--- src/rtl/uart_tx_slave.sv ---
// Memory-mapped 8N1 UART transmitter (TXDATA / STATUS / BAUDDIV) with a 1-cycle bus response.
// Define UART_TX_FIFO_EN for a FIFO_DEPTH-entry transmit FIFO; otherwise a single holding register is used.
module uart_tx_slave #(
   parameter int unsigned FIFO_DEPTH  = 8,
   parameter logic [15:0] DEFAULT_DIV = 16'd433
) (
   input  logic        clk,
   input  logic        rst_n,
   input  logic        ss,
   input  logic        bstart,
   input  logic [31:0] addr,
   input  logic [31:0] wdata,
   input  logic [1:0]  tsize,
   input  logic        twrite,
   output logic [31:0] rdata,
   output logic        bdone,
   output logic        berror,
   output logic        tx
);
   localparam int unsigned CW = $clog2(FIFO_DEPTH) + 1;

   typedef enum logic [1:0] {IDLE, START, DATA, STOP} state_t;
   typedef enum logic [1:0] {REG_TXDATA, REG_STATUS, REG_BAUDDIV, REG_NONE} reg_t;

   state_t        state, state_n;
   reg_t          offset;
   logic [15:0]   baud_div;
   logic [15:0]   bit_cnt, cnt_n;
   logic [2:0]    bit_idx, idx_n;
   logic [7:0]    shreg, sh_n;
   logic [7:0]    head;
   logic [CW-1:0] count;
   logic [7:0]    count_ext;
   logic          full, empty, push, pop;
   logic          accept, req_err, div_we;
   logic [31:0]   resp_data, status_word;
   logic          unused_bits;

   assign unused_bits = ^{addr[31:4], addr[1:0], wdata[31:16]};
   assign accept      = ss && bstart;
   assign offset      = reg_t'(addr[3:2]);
   assign count_ext   = 8'(count);
   assign status_word = {16'h0000, count_ext, 5'b00000, empty, full, state != IDLE};

   // A failing transfer must have no side effect, so push/div_we are only raised on the success path.
   always_comb begin
      req_err   = 1'b0;
      push      = 1'b0;
      div_we    = 1'b0;
      resp_data = '0;
      if (accept) begin
         case (offset)
            REG_TXDATA: begin
               if (twrite) begin
                  if (full) req_err = 1'b1;
                  else      push    = 1'b1;
               end
            end
            REG_STATUS: begin
               if (!twrite) resp_data = status_word;
            end
            REG_BAUDDIV: begin
               if (tsize != 2'd2) req_err   = 1'b1;
               else if (twrite)   div_we    = 1'b1;
               else               resp_data = {16'h0000, baud_div};
            end
            default: req_err = 1'b1;
         endcase
      end
   end

   always_ff @(posedge clk or negedge rst_n) begin
      if (!rst_n) begin
         bdone    <= 1'b0;
         berror   <= 1'b0;
         rdata    <= '0;
         baud_div <= DEFAULT_DIV;
      end else begin
         bdone  <= accept;
         berror <= req_err;
         rdata  <= resp_data;
         if (div_we) baud_div <= wdata[15:0];
      end
   end

`ifdef UART_TX_FIFO_EN
   localparam int unsigned   PW         = CW - 1;
   localparam logic [CW-1:0] FULL_COUNT = CW'(FIFO_DEPTH);

   logic [7:0]    mem [FIFO_DEPTH];
   logic [PW-1:0] wr_ptr, rd_ptr;

   assign full  = (count == FULL_COUNT);
   assign empty = (count == '0);
   assign head  = mem[rd_ptr];

   always_ff @(posedge clk) begin
      if (push) mem[wr_ptr] <= wdata[7:0];
   end

   always_ff @(posedge clk or negedge rst_n) begin
      if (!rst_n) begin
         wr_ptr <= '0;
         rd_ptr <= '0;
         count  <= '0;
      end else begin
         if (push) wr_ptr <= wr_ptr + PW'(1);
         if (pop)  rd_ptr <= rd_ptr + PW'(1);
         case ({push, pop})
            2'b10:   count <= count + CW'(1);
            2'b01:   count <= count - CW'(1);
            default: count <= count;
         endcase
      end
   end
`else
   logic [7:0] hold_data;
   logic       hold_valid;

   assign full  = hold_valid;
   assign empty = !hold_valid;
   assign head  = hold_data;
   assign count = {{(CW-1){1'b0}}, hold_valid};

   always_ff @(posedge clk or negedge rst_n) begin
      if (!rst_n) begin
         hold_data  <= '0;
         hold_valid <= 1'b0;
      end else if (push) begin
         hold_data  <= wdata[7:0];
         hold_valid <= 1'b1;
      end else if (pop) begin
         hold_valid <= 1'b0;
      end
   end
`endif

   // Every state/bit entry reloads the timer from baud_div, so each bit lasts baud_div+1 clocks.
   always_comb begin
      state_n = state;
      cnt_n   = bit_cnt;
      idx_n   = bit_idx;
      sh_n    = shreg;
      pop     = 1'b0;
      unique case (state)
         IDLE: begin
            if (!empty) begin
               pop     = 1'b1;
               sh_n    = head;
               cnt_n   = baud_div;
               state_n = START;
            end
         end
         START: begin
            if (bit_cnt == '0) begin
               cnt_n   = baud_div;
               idx_n   = '0;
               state_n = DATA;
            end else begin
               cnt_n = bit_cnt - 16'd1;
            end
         end
         DATA: begin
            if (bit_cnt == '0) begin
               cnt_n = baud_div;
               sh_n  = {1'b0, shreg[7:1]};
               if (bit_idx == 3'd7) state_n = STOP;
               else                 idx_n   = bit_idx + 3'd1;
            end else begin
               cnt_n = bit_cnt - 16'd1;
            end
         end
         STOP: begin
            if (bit_cnt == '0) state_n = IDLE;
            else               cnt_n   = bit_cnt - 16'd1;
         end
      endcase
   end

   always_ff @(posedge clk or negedge rst_n) begin
      if (!rst_n) begin
         state   <= IDLE;
         bit_cnt <= '0;
         bit_idx <= '0;
         shreg   <= '0;
      end else begin
         state   <= state_n;
         bit_cnt <= cnt_n;
         bit_idx <= idx_n;
         shreg   <= sh_n;
      end
   end

   // Decoded straight from the state register so an asynchronous reset forces the line high at once.
   always_comb begin
      tx = 1'b1;
      unique case (state)
         START:   tx = 1'b0;
         DATA:    tx = shreg[0];
         default: tx = 1'b1;
      endcase
   end
endmodule

--- config.mk ---
export PLATFORM = sky130hd
export DESIGN_NAME = uart_tx_slave
export DESIGN_NICKNAME = d
export VERILOG_FILES = /design/src/rtl/uart_tx_slave.sv
export SDC_FILE = /design/constraint.sdc
export NUM_CORES = 1
export LEC_CHECK = 0
export BUFFER_PORTS_ARGS = -buffer_cell sky130_fd_sc_hd__buf_2
export CORE_ASPECT_RATIO = 1.25
export CORE_MARGIN = 4
export CORE_UTILIZATION = 55
export CTS_BUF_LIST = sky130_fd_sc_hd__clkbuf_16
export DETAILED_ROUTE_END_ITERATION = 7
export PLACE_DENSITY = 0.95
export REMOVE_ABC_BUFFERS = 1
export SLEW_MARGIN = 25
export SYNTH_ARGS = -nofsm -noshare
export SYNTH_HDL_FRONTEND = slang
export SYNTH_SLANG_ARGS = --single-unit
--- constraint.sdc ---
create_clock -name clk -period 3.26 [get_ports clk]
set_input_delay 0.326 -clock clk [delete_from_list [all_inputs] [get_ports clk]]
set_output_delay 0.326 -clock clk [all_outputs]
set_load 0.02 [all_outputs]
==> results_dict.tcl, run 1 <==
set metrics [dict create \
    drtIter0Drc 329 \
    rsz0062_at_grt "false" \
    htreeDepth 3 \
    report.final.slew_viol_count 0 \
    insertion_delay_ns 0.34 \
    grt_max_degree 73 \
    path_max_fanout 7 \
    crit_required_ns 3.47 \
    most-common-layout-cells "67 x dfrtp_1, 43 x buf_2, 30 x mux2_2" \
    vias 3169 \
    synth-main-ff-cell "dfrtp_1" \
    holdBufCountCts 0 \
    core_area_um2 6930 \
    critical_path_class "reg2reg" \
    synth_cells 364 \
    dp_hpwl_um 6140 \
    dpl_cell_area_um2 4140 \
    die_x_um 83.4 \
    pin_count 106 \
    grt_pass1_wl_um 15100 \
    end_kind "register" \
    worstHoldPathType "in2async" \
    clk_transition_reported_paths_ns 0.06 \
    ant_nets 0 \
    cts.sinks 72 \
    drt_wl_total_um 9160 \
    yosysUniqueCellTypes 66 \
    violations "negative hold slack" \
    cts_buffer_depth 2 \
    ys_ff_latch 72 \
    synth_top_cell_by_area "dfrtp_1" \
    finalHoldViolations 6 \
    final_common_cell "dfrtp_1" \
    avgRoutedWirePerCell_um 18.2 \
    routed_via_density 6.30 \
    grt_pass1_vias 3143 \
    grt.total_usage_pct 22.2 \
    start_kind "register" \
    dieArea_um2 8540 \
    max_clock_freq_mhz 388 \
    initial_core_util_pct 56.4 \
    fin_tns_setup_ns 0 \
    static-leakage-power_nw 2.08 \
    post-route-period-util_pct 79.0 \
    synthTopCellsByArea "dfrtp_1 43%, mux2_2 8.6%, ha_1 3.5%" \
    routabilityCongestion 0.907 \
    n_antenna_cell 0 \
    rows 34 \
    post_cts_buffers 0 \
    yosysWarnings 0 \
    setup_viol 0 \
    synth_edf_count 0 \
    syn_area_um2 3910 \
    tightest_slew_ns 0.856 \
    fin_area_um2 4400 \
    fin_skew_ns 0.00681 \
    hold_ws_ns -0.0122 \
    power_density_nw_per_um2 928 \
    drcViolationCount 0 \
    drt_pre_antenna_iters 5 \
    fin_nets 490 \
    critPathArrivalTime_ns 2.79 \
    ir_worst_vdd_mv 0.510 \
    root_buffer "clkbuf_16" \
    outcome "complete, but fails checks" \
    area_delta_synth_final_pct 12.5 \
    synth_top_area_share_pct 42.9 \
    utilization_pct 63.5 \
    ys_seq_area_share_pct 46.2 \
    grt-ovfl-total 0 \
    numCtsBuffers 9 \
    fin_crit_ns 2.58 \
    synth-async-reset-ratio_pct 100 \
    slew_headroom_pct 43.0 \
    cts_resized 0 \
    die_h_um 102 \
    antenna_found_initial 0 \
    maxCapViolCount 0 \
    syn_avg_cell_area_um2 10.7 \
    cts_tree "built" \
    drive_above_1_share_pct 28.8 \
    io_buffer_count 43 \
]
-- power by group --
part | switching (mW) | total, mW | leakage [nW] | internal, mW
logic | 1.15 | 1.86 | 1.02 | 0.715
registers | 0.237 | 1.35 | 0.936 | 1.11
clock network | 0.367 | 0.872 | 0.128 | 0.506
total | 1.75 | 4.09 | 2.08 | 2.34
-- sequential cells by signal, indices dropped and copies added (netlist names) --
name and count:
bit_idx 3, baud_div 16, full 1, berror 1, head 8, shreg 8, bdone 1, state 2
rdata 16, bit_cnt 16
-- logic make-up after synthesis --
| kind of cell | count (synthesis) | synth area share [%] |
|---|---|---|
| buffers and inverters | 45 | 7.04 |
| flip-flops | 72 | 46.2 |
| AO/OA/AOI/OAI | 90 | 16.4 |
| other | 1 | 0.0958 |
| AND/OR/NAND/NOR | 107 | 16.1 |
| multiplexers | 38 | 10.7 |
| adder cells (fa/ha/maj) | 11 | 3.52 |
-- worst max-delay path, cell delays in order (launching register included) --
cell and delay [ns]:
dfrtp_1 0.42, inv_1 0.12, ha_1 0.24, nor3b_2 0.46, and4_1 0.47, o21bai_1 0.15, a21oi_1 0.20, mux2_2 0.37
-- per-stage QoR --
stage                     setup WS (ns)  instances  power [mW]
after detailed placement          0.831        487        3.15
after global routing              0.535        503        4.33
after floorplan                    1.01        347        2.65
after CTS                         0.764        503        4.04
after global placement            0.917        487        3.05
final                             0.685        503        4.09
-- final cells by class --
type,instances,area (um^2)
clock buffer,9,225
multi-input combinational,262,1890
tap,90,113
timing repair buffer,50,280
clock inverter,7,40.0
inverter,13,48.8
sequential,72,1810
fill,501,2530
-- path summary, 6_finish.rpt --
check / startpoint / endpoint / slack, ns / cells after the start
min in group clk: wdata[12] / baud_div[12] / 0.22 / 2
setup reg to reg: bit_cnt[0] / state[1] / 0.68 / 7
setup / recovery: bit_cnt[0] / state[1] / 0.68 / 7
hold reg to reg: shreg[7] / shreg[7] / 0.49 / 2
hold / removal: rst_n / rdata[2] / -0.01 / 2
max in group asynchronous: rst_n / baud_div[5] / 2.90 / 2
-- cell usage after synthesis (all sizes together) (8+ instances only) --
cell type and n:
a21oi 14, and2 12, buf 25, dfrtp 67, ha 11, inv 13, mux2 30, mux2i 8
nand2 21, nor2 26, nor3 12, o21ai 27
-- per-layer routing --
metal	global-route usage [%]	wire length [um]	vias up	share of wire, %
met5	0	0	-	0
met4	12.3	388	0	4.2
met3	3.06	494	48	5.4
met2	39.1	4770	157	52
met1	26.3	3510	1571	38
li1	-	-	1393	-
Note: power is estimated with default switching activity, not from simulation.
==> inputs of run 2 (changes only) <==
ABC_AREA = 1   (was not set)
CORE_UTILIZATION = 53   (was 55)
PLACE_DENSITY = 0.92   (was 0.95)
clock period = 2.45 ns   (was 3.26 ns; I/O delays follow)
==> run 2 against run 1 <==
The flow finishes with violations (design-rule violations). Sequential power is 9.6% higher. First-iteration DRC count is 21% higher. Synthesized cell count is 47% higher. Die area is 7.2% higher. Clock-buffer cell count stayed put. Flip-flop and latch count stayed put. Maximum frequency is 29% higher. Power is 18% lower. Worst hold slack better by 0.13 ns. Synthesized area is 4.0% higher. Critical path type unchanged. Highest routed layer unchanged.
==> results_dict.tcl, run 2 <==
set metrics [dict create \
    grt_pass1_wl_um 17200 \
    post-route-period-util_pct 81.3 \
    vias 3761 \
    drt_wl_total_um 10100 \
    ir_worst_vdd_mv 0.596 \
    rr_worst_depth 11 \
    final_common_cell "nand2_1" \
    drive_above_1_share_pct 14.5 \
    synth_cells 535 \
    synth_top_cell_by_area "dfrtp_1" \
    drt_pre_antenna_iters 8 \
    ant_nets 0 \
    end_kind "register" \
    max_clock_freq_mhz 502 \
    syn_area_um2 4070 \
    core_area_um2 7440 \
    slew_headroom_pct 62.3 \
    power_density_nw_per_um2 719 \
    insertion_delay_ns 0.34 \
    fin_tns_setup_ns 0 \
    worstHoldPathType "in2reg" \
    dp_slack_ns 0.554 \
    synth_common_cells "161 x nand2_1, 70 x inv_1, 67 x dfrtp_1" \
    dieArea_um2 9150 \
    pin_count 106 \
    cts_resized 0 \
    die_h_um 106 \
    ys_seq_area_share_pct 44.4 \
    synthTopCellsByArea "dfrtp_1 41%, nand2_1 15%, inv_1 6.5%" \
    fin_nets 664 \
    maxCapViolCount 0 \
    fin_ws_ns 0.458 \
    cts.sinks 72 \
    numCtsBuffers 9 \
    crit_required_ns 2.67 \
    holdPathStages 3 \
    htreeDepth 3 \
    regToRegEndpoint "bit_cnt[9]" \
    synth_top_area_share_pct 41.2 \
    yosysMostFrequentCell "nand2_1" \
    routed_via_density 5.54 \
    yosysUniqueCellTypes 33 \
    synth_edf_count 0 \
    cts_buffer_depth 2 \
    static-leakage-power_nw 2.49 \
    tightest_slew_ns 0.565 \
    syn_avg_cell_area_um2 7.61 \
    path_max_fanout 7 \
    holdCritStartpoint "wdata[14]" \
    grt-ovfl-total 0 \
    grt_max_degree 50 \
    holdBufCountCts 1 \
    io_buffer_count 43 \
    yosysWarnings 0 \
    clk_transition_reported_paths_ns 0.06 \
    outcome "complete, but fails checks" \
    cts_tree "built" \
    hold_end "baud_div[14]" \
    synth-async-reset-ratio_pct 100 \
    most-common-layout-cells "161 x nand2_1, 71 x inv_1, 67 x dfrtp_1" \
    dp_hpwl_um 6900 \
    initial_core_util_pct 54.7 \
    area_delta_synth_final_pct 14.4 \
    fin_skew_ns 0.00610 \
    routabilityCongestion 0.928 \
    critical_path_class "reg2reg" \
    rows 35 \
    n_antenna_cell 0 \
    drtIter0Drc 397 \
    grt_pass1_vias 3730 \
    r2r_start "bit_cnt[0]" \
    rsz0062_at_grt "false" \
    die_x_um 86.4 \
    setup_viol 0 \
    synth-main-ff-cell "dfrtp_1" \
    ys_ff_latch 72 \
    root_buffer "clkbuf_16" \
    drcViolationCount 1 \
    critPathArrivalTime_ns 2.22 \
    top_regs "baud_div: 16 flops, bit_cnt: 16 flops, rdata: 16 flops" \
    ff2ff_setup_slack_ns 0.46 \
    avgRoutedWirePerCell_um 14.8 \
    grt.total_usage_pct 23.5 \
    utilization_pct 62.5 \
    start_kind "register" \
    antenna_found_initial 0 \
    violations "design-rule violations" \
    fin_crit_ns 1.99 \
    post_cts_buffers 0 \
    finalHoldViolations 0 \
    report.final.slew_viol_count 0 \
]
run 2: changes by cell type after synthesis, sizes merged, moves of 10 or more:
cell / change
nand4: +10
nand3: +27
inv: +57
mux2: -30
a21oi: +16
nor2: +11
nand2: +144
and2: -12
o21ai: +10
run 2: kinds of logic after synthesis:
group	share of synthesized area [%]
buffers and inverters	11.7
AOI/OAI and AO/OA	10.2
DFF	44.4
xor gates and xnor gates	1.72
adders and majority gates	3.38
other	0.0922
and+or+nand+nor	28.5
run 2: per-stage QoR:
| stage | area, um^2 | hold slack (ns) | std cells | power [mW] |
|---|---|---|---|---|
| 2_1_floorplan | 3910 | -0.0506 | 517 | 1.80 |
| 3_3_place_gp | 4330 | 0.246 | 662 | 1.93 |
| 3_5_place_dp | 4330 | 0.263 | 662 | 1.97 |
| 4_1_cts | 4660 | 0.112 | 679 | 3.36 |
| 5_1_grt | 4660 | 0.127 | 679 | 3.52 |
| 6_report | 4660 | 0.120 | 679 | 3.35 |
run 2: routing by layer:
| layer | vias up | wire, um | GRT usage (%) | share of wire (%) |
|---|---|---|---|---|
| met2 | 225 | 5040 | 38.9 | 50 |
| met5 | - | 0 | 0 | 0 |
| li1 | 1757 | - | - | - |
| met4 | 0 | 464 | 10.2 | 4.6 |
| met1 | 1725 | 3620 | 28.7 | 36 |
| met3 | 54 | 945 | 5.81 | 9.4 |
run 2: worst max-delay path by stage:
stage | startpoint | to | slack, ns | cells after the start
finish | bit_cnt[0] | bit_cnt[9] | 0.46 | 11
CTS | bit_cnt[0] | bit_cnt[9] | 0.50 | 11
global placement | bit_cnt[0] | bit_cnt[13] | 0.61 | 11
global route | bit_cnt[8] | bit_cnt[14] | 0.33 | 10
detailed placement | bit_cnt[0] | bit_cnt[9] | 0.55 | 11
floorplan | state[0] | bit_cnt[0] | 0.40 | 9
run 2: power breakdown:
group          leakage [nW]  internal (mW)  switching [mW]
sequential            0.812           1.35           0.125
combinational          1.52          0.168           0.329
clock                 0.156          0.883           0.492
total                  2.49           2.40           0.946
run 2: cell type report:
cell class | instances | area, um^2
Fill cell | 615 | 2790
Multi-Input combinational cell | 375 | 1840
Sequential cell | 72 | 1810
Timing Repair Buffer | 54 | 313
Inverter | 70 | 263
Clock buffer | 9 | 225
Tap cell | 92 | 115
Clock inverter | 7 | 88.8
run 2: critical path: stages, from the launching register on:
cell,delay [ns]
dfrtp_1,0.39
inv_1,0.12
ha_1,0.24
nand3_1,0.22
nor2_4,0.24
nand3_1,0.13
nand2_1,0.08
nand2_1,0.15
nand2_1,0.12
nand2_1,0.06
nand2_1,0.06
nand2_1,0.05
